File: src/rtl/calc_ctrl.sv
// rtl/calc_ctrl.sv - button-driven 16-bit accumulator calculator with debounced execute/clear
// Optional signed-overflow flag built only when CALC_OVF_EN is defined.
module calc_ctrl #(
  parameter int DATA_W     = 16,
  parameter int DEB_CYCLES = 4,
  parameter int DEB_W      = 20
) (
  input  logic              clk,
  input  logic              rst,
  input  logic              btnl,
  input  logic              btnc,
  input  logic              btnr,
  input  logic              btnd,
  input  logic              btnac,
  input  logic [DATA_W-1:0] sw,
  output logic [DATA_W-1:0] led,
  output logic [3:0]        alu_op_q,
  output logic              busy,
  output logic              op_err,
  output logic              ovf
);

  localparam logic [1:0] ST_IDLE     = 2'd0;
  localparam logic [1:0] ST_EXEC     = 2'd1;
  localparam logic [1:0] ST_WAIT_REL = 2'd2;

  localparam logic [DEB_W-1:0] DEB_LAST = DEB_W'(DEB_CYCLES - 1);

  logic [4:0]        sync1, sync2;
  logic              l_s, c_s, r_s, d_s, ac_s;
  logic              d_deb, d_deb_q, ac_deb, ac_deb_q;
  logic [DEB_W-1:0]  d_cnt, ac_cnt;
  logic              exec_pulse, clr_pulse;
  logic [1:0]        state;
  logic [DATA_W-1:0] opb;
  logic [3:0]        op_enc;
  logic [DATA_W-1:0] result;
  logic              op_valid;
  logic [DATA_W-1:0] sum, diff;

  always_ff @(posedge clk) begin
    if (rst) begin
      sync1 <= '0;
      sync2 <= '0;
    end else begin
      sync1 <= {btnl, btnc, btnr, btnd, btnac};
      sync2 <= sync1;
    end
  end

  assign {l_s, c_s, r_s, d_s, ac_s} = sync2;

  // The counter only advances while the input disagrees with the debounced level.
  always_ff @(posedge clk) begin
    if (rst) begin
      d_deb <= 1'b0;
      d_cnt <= '0;
    end else if (d_s == d_deb) begin
      d_cnt <= '0;
    end else if (d_cnt == DEB_LAST) begin
      d_deb <= d_s;
      d_cnt <= '0;
    end else begin
      d_cnt <= d_cnt + DEB_W'(1);
    end
  end

  always_ff @(posedge clk) begin
    if (rst) begin
      ac_deb <= 1'b0;
      ac_cnt <= '0;
    end else if (ac_s == ac_deb) begin
      ac_cnt <= '0;
    end else if (ac_cnt == DEB_LAST) begin
      ac_deb <= ac_s;
      ac_cnt <= '0;
    end else begin
      ac_cnt <= ac_cnt + DEB_W'(1);
    end
  end

  always_ff @(posedge clk) begin
    if (rst) begin
      d_deb_q  <= 1'b0;
      ac_deb_q <= 1'b0;
    end else begin
      d_deb_q  <= d_deb;
      ac_deb_q <= ac_deb;
    end
  end

  assign exec_pulse = d_deb & ~d_deb_q;
  assign clr_pulse  = ac_deb & ~ac_deb_q;

  always_comb begin
    op_enc = 4'b0000;
    case ({l_s, c_s, r_s})
      3'b000: op_enc = 4'b0000;
      3'b001: op_enc = 4'b0001;
      3'b010: op_enc = 4'b0010;
      3'b011: op_enc = 4'b0110;
      3'b100: op_enc = 4'b0100;
      3'b101: op_enc = 4'b1001;
      3'b110: op_enc = 4'b1010;
      default: op_enc = 4'b0101;
    endcase
  end

  assign sum  = led + opb;
  assign diff = led - opb;

  always_comb begin
    result   = led;
    op_valid = 1'b1;
    case (alu_op_q)
      4'b0000: result = led & opb;
      4'b0001: result = led | opb;
      4'b0010: result = sum;
      4'b0110: result = diff;
      4'b0100: result = led ^ opb;
      4'b1001: result = led << opb[3:0];
      4'b1010: result = $signed(led) >>> opb[3:0];
      4'b0101: result = {{(DATA_W-1){1'b0}}, ($signed(led) < $signed(opb))};
      default: begin
        result   = led;
        op_valid = 1'b0;
      end
    endcase
  end

  always_ff @(posedge clk) begin
    if (rst) begin
      state    <= ST_IDLE;
      alu_op_q <= 4'b0000;
      opb      <= '0;
    end else begin
      case (state)
        ST_IDLE: begin
          if (exec_pulse) begin
            alu_op_q <= op_enc;
            opb      <= sw;
            state    <= ST_EXEC;
          end
        end
        ST_EXEC:     state <= ST_WAIT_REL;
        ST_WAIT_REL: if (!d_deb) state <= ST_IDLE;
        default:     state <= ST_IDLE;
      endcase
    end
  end

  // Clear has priority over a coinciding EXEC write.
  always_ff @(posedge clk) begin
    if (rst) begin
      led    <= '0;
      op_err <= 1'b0;
    end else if (clr_pulse) begin
      led    <= '0;
      op_err <= 1'b0;
    end else if (state == ST_EXEC) begin
      led    <= result;
      op_err <= ~op_valid;
    end
  end

`ifdef CALC_OVF_EN
  logic add_ovf, sub_ovf;
  assign add_ovf = (led[DATA_W-1] == opb[DATA_W-1]) && (sum[DATA_W-1] != led[DATA_W-1]);
  assign sub_ovf = (led[DATA_W-1] != opb[DATA_W-1]) && (diff[DATA_W-1] != led[DATA_W-1]);

  always_ff @(posedge clk) begin
    if (rst || clr_pulse) begin
      ovf <= 1'b0;
    end else if (state == ST_EXEC) begin
      if ((alu_op_q == 4'b0010 && add_ovf) || (alu_op_q == 4'b0110 && sub_ovf))
        ovf <= 1'b1;
    end
  end
`else
  assign ovf = 1'b0;
`endif

  assign busy = (state == ST_EXEC) || (state == ST_WAIT_REL);

endmodule
File: config.mk
export PLATFORM = sky130hd
export DESIGN_NAME = calc_ctrl
export DESIGN_NICKNAME = d
export VERILOG_FILES = /design/src/rtl/calc_ctrl.sv
export SDC_FILE = /design/constraint.sdc
export NUM_CORES = 1
export LEC_CHECK = 0
export ABC_AREA = 1
export CORE_AREA = 2 2 117 119
export CTS_CLUSTER_SIZE = 10
export DETAILED_ROUTE_END_ITERATION = 10
export DIE_AREA = 0 0 119 121
export PLACE_DENSITY = 0.89
export RECOVER_POWER = 100
export SLEW_MARGIN = 25
export SYNTH_ARGS = -nofsm -noshare
export SYNTH_HDL_FRONTEND = slang
export SYNTH_SLANG_ARGS = --single-unit
File: constraint.sdc
create_clock -name clk -period 3.05 [get_ports clk]
set_input_delay 0.4575 -clock clk [delete_from_list [all_inputs] [get_ports clk]]
set_output_delay 0.4575 -clock clk [all_outputs]
set_load 0.02 [all_outputs]
# After elaboration in Yosys (flattened, before gate mapping)
# Index checks and enable logic that the tools add are counted.
# W data, S select, Z words.
[classes] addsub=4 magnitude_cmp=1 n_mux=6 eq_ne=21 reduce_logical=14 n_bitwise=10 shifts=2
[op_table] op="$pmux W16 S8" count=1
[op_table] op="$add A20 B1 Y20 const B" count=2
[op_table] op="$eq A20 B2 Y1 const B" count=2
[op_table] op="$pmux W4 S7" count=1
[op_table] op="$add A16 B16 Y16" count=1
[op_table] op="$and A16 B16 Y16" count=1
[op_table] op="$lt A16 B16 Y1" count=1
[op_table] op="$or A16 B16 Y16" count=1
[op_table] op="$shl A16 B4 Y16" count=1
[op_table] op="$sshr A16 B4 Y16" count=1
[op_table] op="$sub A16 B16 Y16" count=1
[op_table] op="$xor A16 B16 Y16" count=1
[op_table] op="$eq A4 B3 Y1 const B" count=3
[op_table] op="$reduce_and A2 Y1" count=5
[op_table] op="$eq A3 B3 Y1 const B" count=3
[op_table] op="$eq A4 B4 Y1 const B" count=2
[op_table] op="$reduce_bool A8 Y1" count=1
[op_table] op="$reduce_or A8 Y1" count=1
[op_table] op="$eq A3 B2 Y1 const B" count=2
[op_table] op="$pmux W2 S3" count=1
[op_table] op="$reduce_or A3 Y1" count=2
[op_table] op="$not A1 Y1" count=5
[op_table] op="$eq A4 B1 Y1 const B" count=1
[op_table] op="$eq A4 B2 Y1 const B" count=1
[op_table] op="other kinds (13)" count=17
[totals] regBits=93 wordCells=71 out_inout_bits=23 inputBits=23

# Longest topological paths before layout
# Gate-level depths: netlist (run 1).
[depth] ltp_word=4 mapped_depth=19 mapped_depth_nobuf=17

# Worst setup path before layout (run 1)
# Ideal clock, no wire load.
[synth_path] kind="reg2reg" start="register opb[3]" end="register led[15]" period_less_slack_ns=2.427 stages_incl_launch_ff=18 required_ns=2.937 slack_ns=0.623 setup_ns=0.113 path_buffers=4 arrival_ns=2.314 cell_sequence="dfxtp_1 > clkbuf_1 > inv_1 > clkbuf_1 > buf_2 > ha_1 > clkbuf_1 > nor2_1 > nand2_1 > nand3b_1 > nand2_1 > nand2_1 > nand2_1 > nand2_1 > nand3_1 > nand3_1 > nand2_1 > nand2_1"
[synth_via] elab_chain_len=2 word_cells_on_any_way=5 cone_classes="add/sub: 2; shift: 2; mux: 1"
[synth_lines] item="from (decl)" line="35" text="logic [DATA_W-1:0] opb;"
[synth_lines] item="from (signal assigned)" line="141" text="opb <= sw;"
[synth_lines] item="$sub A16 B16 Y16, or another cell as far along" line="110" text="assign diff = led - opb;"
[synth_lines] item="$pmux W16 S8 *" line="115" text="case (alu_op_q)"
[synth_lines] item="to (signal assigned)" line="161" text="led <= result;"
[synth_lines] item="to (decl)" line="16" text="output logic [DATA_W-1:0] led,"
# Mark *: on every way between the ends. The rest lies on a longest branch, timed or not.
# A chain may end at the register's enable or synchronous reset.

# Worst setup path after layout (run 1)
[layout_path] start="register alu_op_q[0]" end="register led[11]"
[layout_via] elab_chain_len=3 word_cells_on_any_way=11 cone_classes="eq/ne: 7; mux: 1; reduce/logical: 3"
[layout_lines] item="from (decl)" line="17" text="output logic [3:0] alu_op_q,"
[layout_lines] item="from (signal assigned)" line="140" text="alu_op_q <= op_enc;"
[layout_lines] item="$eq A4 B3 Y1, or another cell as far along" line="115"
[layout_lines] item="$reduce_bool A8 Y1 (no line)"
[layout_lines] item="$reduce_and A2 Y1 (no line)"
# Parallel ways exist; a longest one is shown, timed or not.

==> metrics.cfg, run 1 <==
[outcome]
outcome = complete, no violations

[layout]
ant_diodes = 0
fillerInstances = 1241
post-route-util_pct = 66.55
area_growth_pct = 9.918
fraction_of_layout_cells_with_a_size_suffix_above_1_pct = 3.728
fin_nets = 1448
seq_area_um2 = 1862
total_area_of_multi_input_combinational_cells_um2 = 5164

[global_route]
antenna_violations_before_repair = 0
groute.usage.overall_pct = 33.62
grt_pass1_vias = 7950
grt_start_max_net_pins = 36
grt_pass1_wl_um = 38570
grt_overflow_total = 0

[timing]
total_neg_setup_slack_ns = 0
setup_viol_count_final = 0
rsz0062_at_grt = no
timing.final.crit_share_pct = 86.99
fin_crit_ns = 2.653
max_freq_mhz = 376.9
hold_violations = 0
number_of_max_slew_violations_in_the_final_report = 0
timing.max_slew.rel_slack_pct = 31.09
worst_slew_pin_slew_ns = 1.032
skew_ns = 0.008701

[floorplan]
coreArea_um2 = 13090
dieHeight_um = 121
pin_count = 46
rows = 42
die_width_um = 119
start_util_pct = 60.55
floorplan.die_area_um2 = 14400

[setup_path]
crit_fanout = 17
cpMostUsedCell = sky130_fd_sc_hd__nand2_1
timing.critical_path.cells = nor2_1 > nand2_4 > nand2_1 > nor2_4 > nand2_1 > a21oi_1 > nor2_4 > nor2_2 > nand2_1 > nand2_1
slowest_stage = sky130_fd_sc_hd__nor2_2
crit_required_ns = 3.35
critPathCaptureType = flop
path_class = flop to flop
reg2reg_setup_slack_ns = 0.40
worst_setup_path_start_kind = flop
timing.critical_path.arrival_ns = 2.95
timing.critical_path.slowest_cell_delay_ns = 0.78

[clock_network]
numCtsBuffers = 9
clock_tree.root_cell = sky130_fd_sc_hd__clkbuf_16
cts_tree = yes
cts-root-to-sink-buffers = 2
cts.repair_timing.setup_buffer_count = 0
cts.clk_slew.worst_paths_ns = 0.07
cts-hold-fix-buffers = 0
numClockSinks = 93
source_to_sink_clock_delay_at_the_later_pin_of_the_worst_skew_pair_ns = 0.36
postCtsResizedCells = 0
cts-htree-levels = 3

[power]
leakage_nw = 3.949
p_sw_uw = 559.3
power.share.combinational_pct = 3.6
power_mw = 2.374
clkPwrFrac_pct = 44.7
vdd.ir_drop.worst_mv = 0.3558
switching_share_pct = 23.56
power_density_nw_per_um2 = 272.6
power.internal_mw = 1.815
power.share.sequential_pct = 51.7

[routing]
drt-initial-drc-count = 932
drt_drc_violations_left = 0
postRouteWirelength_um = 24030
routedWlPerCell_um = 15.56
detail-route-antenna-nets = 0
detailedRoute.firstPassIterationCount = 10
viasPerCell = 5.693
routed-via-count = 8790

[synth]
asyncSetResetFlopFracSynth_pct = 0
synth_area_per_cell_um2 = 5.886
yosysTopAreaCellShare_pct = 23.50
postSynth.topFlopCell = sky130_fd_sc_hd__dfxtp_1
synth_area_leader_cell = sky130_fd_sc_hd__dfxtp_1
yosysMostFrequentCell = sky130_fd_sc_hd__nand2_1
ys.warnings.count = 0
seq_area_frac_synth_pct = 23.50
synthDistinctLibCells = 39
synth.ff_latch_count = 93
syn_inst = 1346
post_synth_main_area_contributors = sky130_fd_sc_hd__dfxtp_1, sky130_fd_sc_hd__nand2_1, sky130_fd_sc_hd__nand3_1
synth.cell_area_um2 = 7923
synth_enable_flop_cells = 0
syn-num-nets = 1430
netlist_top_cells_count = sky130_fd_sc_hd__nand2_1, sky130_fd_sc_hd__nand3_1, sky130_fd_sc_hd__inv_1, sky130_fd_sc_hd__nor2_1, sky130_fd_sc_hd__dfxtp_1

[placement]
place.detailed.hpwl_um = 18370
globalplace.congestion = 1.034
numPortBuffers = 44

[min_path]
min-delay-path-class = flop to flop

[run]
max_cap_viol_count = 0

==> power groups by stage <==
stage | logic (mW) | registers, mW | clock network (mW)
finish | 0.0850 | 1.23 | 1.06
global route | 0.0947 | 1.23 | 1.11
CTS | 0.0880 | 1.23 | 1.06
detailed placement | 0.0870 | 1.26 | 0
global placement | 0.0847 | 1.26 | 0
floorplan | 0.0449 | 1.25 | 0
==> critical path, delay by kind of cell (launching register included) <==
family	cells	cell delay, ns
flops	1	0.40
simple gates	9	1.98
compound gates	1	0.21
==> worst paths after layout <==
kind                                to                startpoint  cells past startpoint
setup / recovery  led[11]$_SDFFE_PP0P_  alu_op_q[0]$_SDFFE_PP0P_                     10
hold / removal     sync2[3]$_SDFF_PP0_       sync1[3]$_SDFF_PP0_                      2
setup reg to reg  led[11]$_SDFFE_PP0P_  alu_op_q[0]$_SDFFE_PP0P_                     10
hold reg to reg    sync2[3]$_SDFF_PP0_       sync1[3]$_SDFF_PP0_                      2
==> state kept, by name (all words and copies together) (netlist names) <==
register and count:
d_cnt 20, ac_cnt 20, opb 16, sync2 5, op_err 1, d_deb 1, ac_deb 1, sync1 5
ac_deb_q 1, led 16, d_deb_q 1, state 2, alu_op_q 4
==> cells in the final DEF, fill, tap and decap left out, drive strengths merged, types with 23 or more instances in the layout <==
master / count
a21oi: 75
nand2: 380
ha: 59
dfxtp: 93
o21ai: 56
inv: 173
nand3: 185
nor2: 158
dlygate4sd3: 23
==> cell families after synthesis <==
logic type	after synthesis	synth area share, %
AO/OA/AOI/OAI	154	10.42
adder cells (fa/ha/maj)	61	9.823
XOR/XNOR	13	1.437
flip-flops	93	23.50
other	1	0.04733
AND/OR/NAND/NOR	798	43.59
buffers and inverters	226	11.18
==> final cells by class <==
| type | count | share of cell area, % |
|---|---|---|
| inverters | 173 | 7.457 |
| multi-input cells | 1027 | 59.30 |
| flip-flops and latches | 93 | 21.38 |
| well taps | 176 | 2.529 |
| repair buffers | 60 | 6.307 |
| clock inverters | 5 | 0.4023 |
| clock buffers | 10 | 2.629 |
==> metrics by stage <==
| stage | area [um2] | cells | hold WS, ns | worst slack (ns) |
|---|---|---|---|---|
| 2_1_floorplan | 7923 | 1346 | 0.3883 | 0.6234 |
| 3_3_place_gp | 8467 | 1529 | 0.3894 | 0.6652 |
| 3_5_place_dp | 8467 | 1529 | 0.3967 | 0.5802 |
| 4_1_cts | 8731 | 1544 | 0.4055 | 0.6836 |
| 5_1_grt | 8708 | 1544 | 0.4250 | 0.2541 |
| 6_report | 8708 | 1544 | 0.4042 | 0.3968 |
==> per-layer routing <==
layer,global-route usage [%],vias to the layer above,share of wire [%]
li1,-,4368,-
met1,43.46,3936,42
met2,55.46,399,45
met3,5.122,87,8.0
met4,15.18,0,4.2
met5,0,-,0
Note: power is estimated with default switching activity, not from simulation.
==> run 2, diff against run 1 <==
--- a/config.mk
+++ b/config.mk
@@ -7,11 +7,14 @@
 export LEC_CHECK = 0
 export ABC_AREA = 1
 export CORE_AREA = 2 2 117 119
+export CTS_CLUSTER_DIAMETER = 150
 export CTS_CLUSTER_SIZE = 10
 export DETAILED_ROUTE_END_ITERATION = 10
 export DIE_AREA = 0 0 119 121
 export PLACE_DENSITY = 0.89
 export RECOVER_POWER = 100
+export REMOVE_ABC_BUFFERS = 1
+export SETUP_SLACK_MARGIN = 0.3
 export SLEW_MARGIN = 25
 export SYNTH_ARGS = -nofsm -noshare
 export SYNTH_HDL_FRONTEND = slang
==> run 2 against run 1 <==
Wire length rose by 3.5%. Combinational power rose by 1%. Design area rose by 0.91%. Worst hold slack got worse by 0.0042 ns. Critical path depth rose by 3. Global-route usage rose by 1.3 points. Non-clock buffer count rose by 3. Sequential power barely moved. Flip-flop and latch count did not move. Largest cell class unchanged. Largest power group unchanged.
==> metrics.cfg, run 2 (synthesis results as in run 1) <==
[placement]
dp.cells = 1532  ; +0.20%
dp_worst_setup_slack_ns = 0.5163  ; -0.06392 ns
numPortBuffers = 44  ; unchanged
globalplace.congestion = 1.036  ; +0.22%
place.detailed.hpwl_um = 18600  ; +1.2%

[setup_path]
crit_required_ns = 3.31  ; -0.04 ns
r2r_start = opb[3]$_SDFFE_PP0P_
cpMostUsedCell = sky130_fd_sc_hd__nand2_1
timing.critical_path.cells = inv_1 > clkbuf_2 > ha_1 > inv_1 > o21bai_1 > a21oi_1 > nand2_1 > nand2_1 > nand3_1 > nand3_1 > nand3_1 > nand2_1 > nand2_1
reg2reg_setup_slack_ns = 0.56  ; +0.16 ns
critPathBufInv = 3  ; +3
critPathCaptureType = flop
worstRegToRegCells = 13  ; +3
timing.critical_path.arrival_ns = 2.75  ; -0.20 ns
family_with_the_most_delay_on_the_worst_path = flip-flops
worst_setup_path_start_kind = flop
timing.critical_path.slowest_cell_delay_ns = 0.59  ; -0.19 ns
slowest_stage = sky130_fd_sc_hd__dfxtp_1
reg2reg_to = led[15]$_SDFFE_PP0P_
crit_fanout = 20  ; +3
path_class = flop to flop

[timing]
skew_ns = 0.01133  ; +0.002624 ns
setup_viol_count_final = 0  ; unchanged
max_freq_mhz = 401.3  ; +6.5%
fin_crit_ns = 2.492  ; -0.1613 ns
rsz0062_at_grt = no
hold_violations = 0  ; unchanged
holdWs_ns = 0.4000  ; -0.004158 ns
timing.final.crit_share_pct = 81.70  ; -5.3 points
worst_slew_pin_slew_ns = 0.7349  ; -0.2976 ns
timing.final.ws_setup_ns = 0.5580  ; +0.1613 ns
timing.max_slew.rel_slack_pct = 50.87  ; +20 points
number_of_max_slew_violations_in_the_final_report = 0  ; unchanged

[clock_network]
clock_tree.root_cell = sky130_fd_sc_hd__clkbuf_16
cts_tree = yes
numCtsBuffers = 9  ; unchanged
cts-root-to-sink-buffers = 2  ; unchanged
cts-hold-fix-buffers = 0  ; unchanged
source_to_sink_clock_delay_at_the_later_pin_of_the_worst_skew_pair_ns = 0.36  ; about the same
cts-htree-levels = 3  ; unchanged
cts.clk_slew.worst_paths_ns = 0.08  ; about the same
numClockSinks = 93  ; unchanged

[power]
vdd.ir_drop.worst_mv = 0.3541  ; -0.48%
leakage_nw = 3.996  ; +1.2%
power_density_nw_per_um2 = 288.4  ; +5.8%

[floorplan]
die_width_um = 119  ; unchanged
rows = 42  ; unchanged
start_util_pct = 60.55  ; unchanged
dieHeight_um = 121  ; unchanged
pin_count = 46  ; unchanged
floorplan.die_area_um2 = 14400  ; unchanged
coreArea_um2 = 13090  ; unchanged

[global_route]
grt_start_max_net_pins = 40  ; +11%
groute.usage.overall_pct = 34.91  ; +1.3 points
grt_overflow_total = 0  ; unchanged
grt_pass1_wl_um = 39890  ; +3.4%
grt_pass1_vias = 8042  ; +1.2%
antenna_violations_before_repair = 0  ; unchanged

[routing]
viasPerCell = 5.712  ; +0.34%
detailedRoute.firstPassIterationCount = 6  ; -4
routedWlPerCell_um = 16.07  ; +3.3%
drt_drc_violations_left = 0  ; unchanged
detail-route-antenna-nets = 0  ; unchanged
postRouteWirelength_um = 24870  ; +3.5%
routed-via-count = 8837  ; +0.53%
drt-initial-drc-count = 1257  ; +35%

[layout]
fraction_of_layout_cells_with_a_size_suffix_above_1_pct = 4.230  ; +0.50 points
mostFrequentLayoutCell = sky130_fd_sc_hd__nand2_1
fin_nets = 1451  ; +0.21%
mostFrequentLayoutCells = sky130_fd_sc_hd__nand2_1, sky130_fd_sc_hd__nand3_1, sky130_fd_sc_hd__inv_1
layout.cells.non_filler = 1547  ; +0.19%
post-route-util_pct = 67.15  ; +0.60 points
area_growth_pct = 10.91
largestRegisters = ac_cnt: 20 flops, d_cnt: 20 flops
ant_diodes = 0  ; unchanged
fillerInstances = 1178  ; -5.1%

[min_path]
min_to = sync2[0]$_SDFF_PP0_
holdCritStartpoint = sync1[0]$_SDFF_PP0_
min-delay-path-class = flop to flop
hold-path-cell-count = 2  ; unchanged

[outcome]
outcome = complete, no violations

[run]
max_cap_viol_count = 0  ; unchanged

[run 2: changes by cell type in the layout (fill, tap and decap cells not counted), sizes merged]
cell and change:
buf +3, bufinv +1, clkbuf +1, clkinv -1
clkinvlp -1
[run 2: per-layer routing]
metal | part of all wire (%) | GRT usage, %
met1 | 41 | 43.91
met2 | 46 | 57.33
met3 | 7.6 | 4.699
met4 | 5.3 | 20.46
met5 | 0 | 0
[run 2: how the worst max path moves through the flow]
stage | from | cells past startpoint | to | slack, ns
2_1_floorplan | opb[1]$_SDFFE_PP0P_ | 14 | led[0]$_SDFFE_PP0P_ | -0.01
3_3_place_gp | alu_op_q[0]$_SDFFE_PP0P_ | 11 | led[7]$_SDFFE_PP0P_ | 0.54
3_5_place_dp | alu_op_q[0]$_SDFFE_PP0P_ | 11 | led[7]$_SDFFE_PP0P_ | 0.52
4_1_cts | alu_op_q[0]$_SDFFE_PP0P_ | 11 | led[7]$_SDFFE_PP0P_ | 0.50
5_1_grt | opb[3]$_SDFFE_PP0P_ | 15 | led[0]$_SDFFE_PP0P_ | 0.32
6_report | opb[3]$_SDFFE_PP0P_ | 13 | led[15]$_SDFFE_PP0P_ | 0.56
[run 2: area by class of cell]
class                      count  area [um2]  share of cell area [%]
multi-input combinational   1027        5175                   58.89
clock inverter                 4       55.05                  0.6265
timing repair buffer          63       573.1                   6.521
sequential                    93        1862                   21.19
inverter                     173       649.4                   7.390
tap                          176       220.2                   2.506
clock buffer                  11       252.7                   2.876
[run 2: timing repair]
item	in CTS	in global routing
endpoints found under the setup margin	0	5
gates resized for setup	0	1
setup buffers	0	0
[run 2: stage by stage]
stage | area, um2 | setup TNS (ns) | total power, mW
finish | 8787 | 0 | 2.534
global route | 8787 | 0 | 2.573
CTS | 8797 | 0 | 2.535
detailed placement | 8489 | 0 | 1.342
global placement | 8489 | 0 | 1.340
floorplan | 7686 | -0.01529 | 1.293
[run 2: worst register-to-register path: stages (launching register included)]
cell and delay, ns:
sky130_fd_sc_hd__dfxtp_1 0.59, sky130_fd_sc_hd__inv_1 0.15, sky130_fd_sc_hd__clkbuf_2 0.33, sky130_fd_sc_hd__ha_1 0.36, sky130_fd_sc_hd__inv_1 0.11, sky130_fd_sc_hd__o21bai_1 0.09, sky130_fd_sc_hd__a21oi_1 0.22, sky130_fd_sc_hd__nand2_1 0.13
sky130_fd_sc_hd__nand2_1 0.09, sky130_fd_sc_hd__nand3_1 0.07, sky130_fd_sc_hd__nand3_1 0.09, sky130_fd_sc_hd__nand3_1 0.06, sky130_fd_sc_hd__nand2_1 0.06, sky130_fd_sc_hd__nand2_1 0.04
[run 2: where the power goes]
part           total, mW  switching, mW  internal, mW  leakage [nW]
Combinational     0.0861         0.0462        0.0399          3.09
Clock               1.22          0.536         0.685         0.154
Sequential          1.23        0.00512          1.22         0.751
Total               2.53          0.587          1.95          4.00
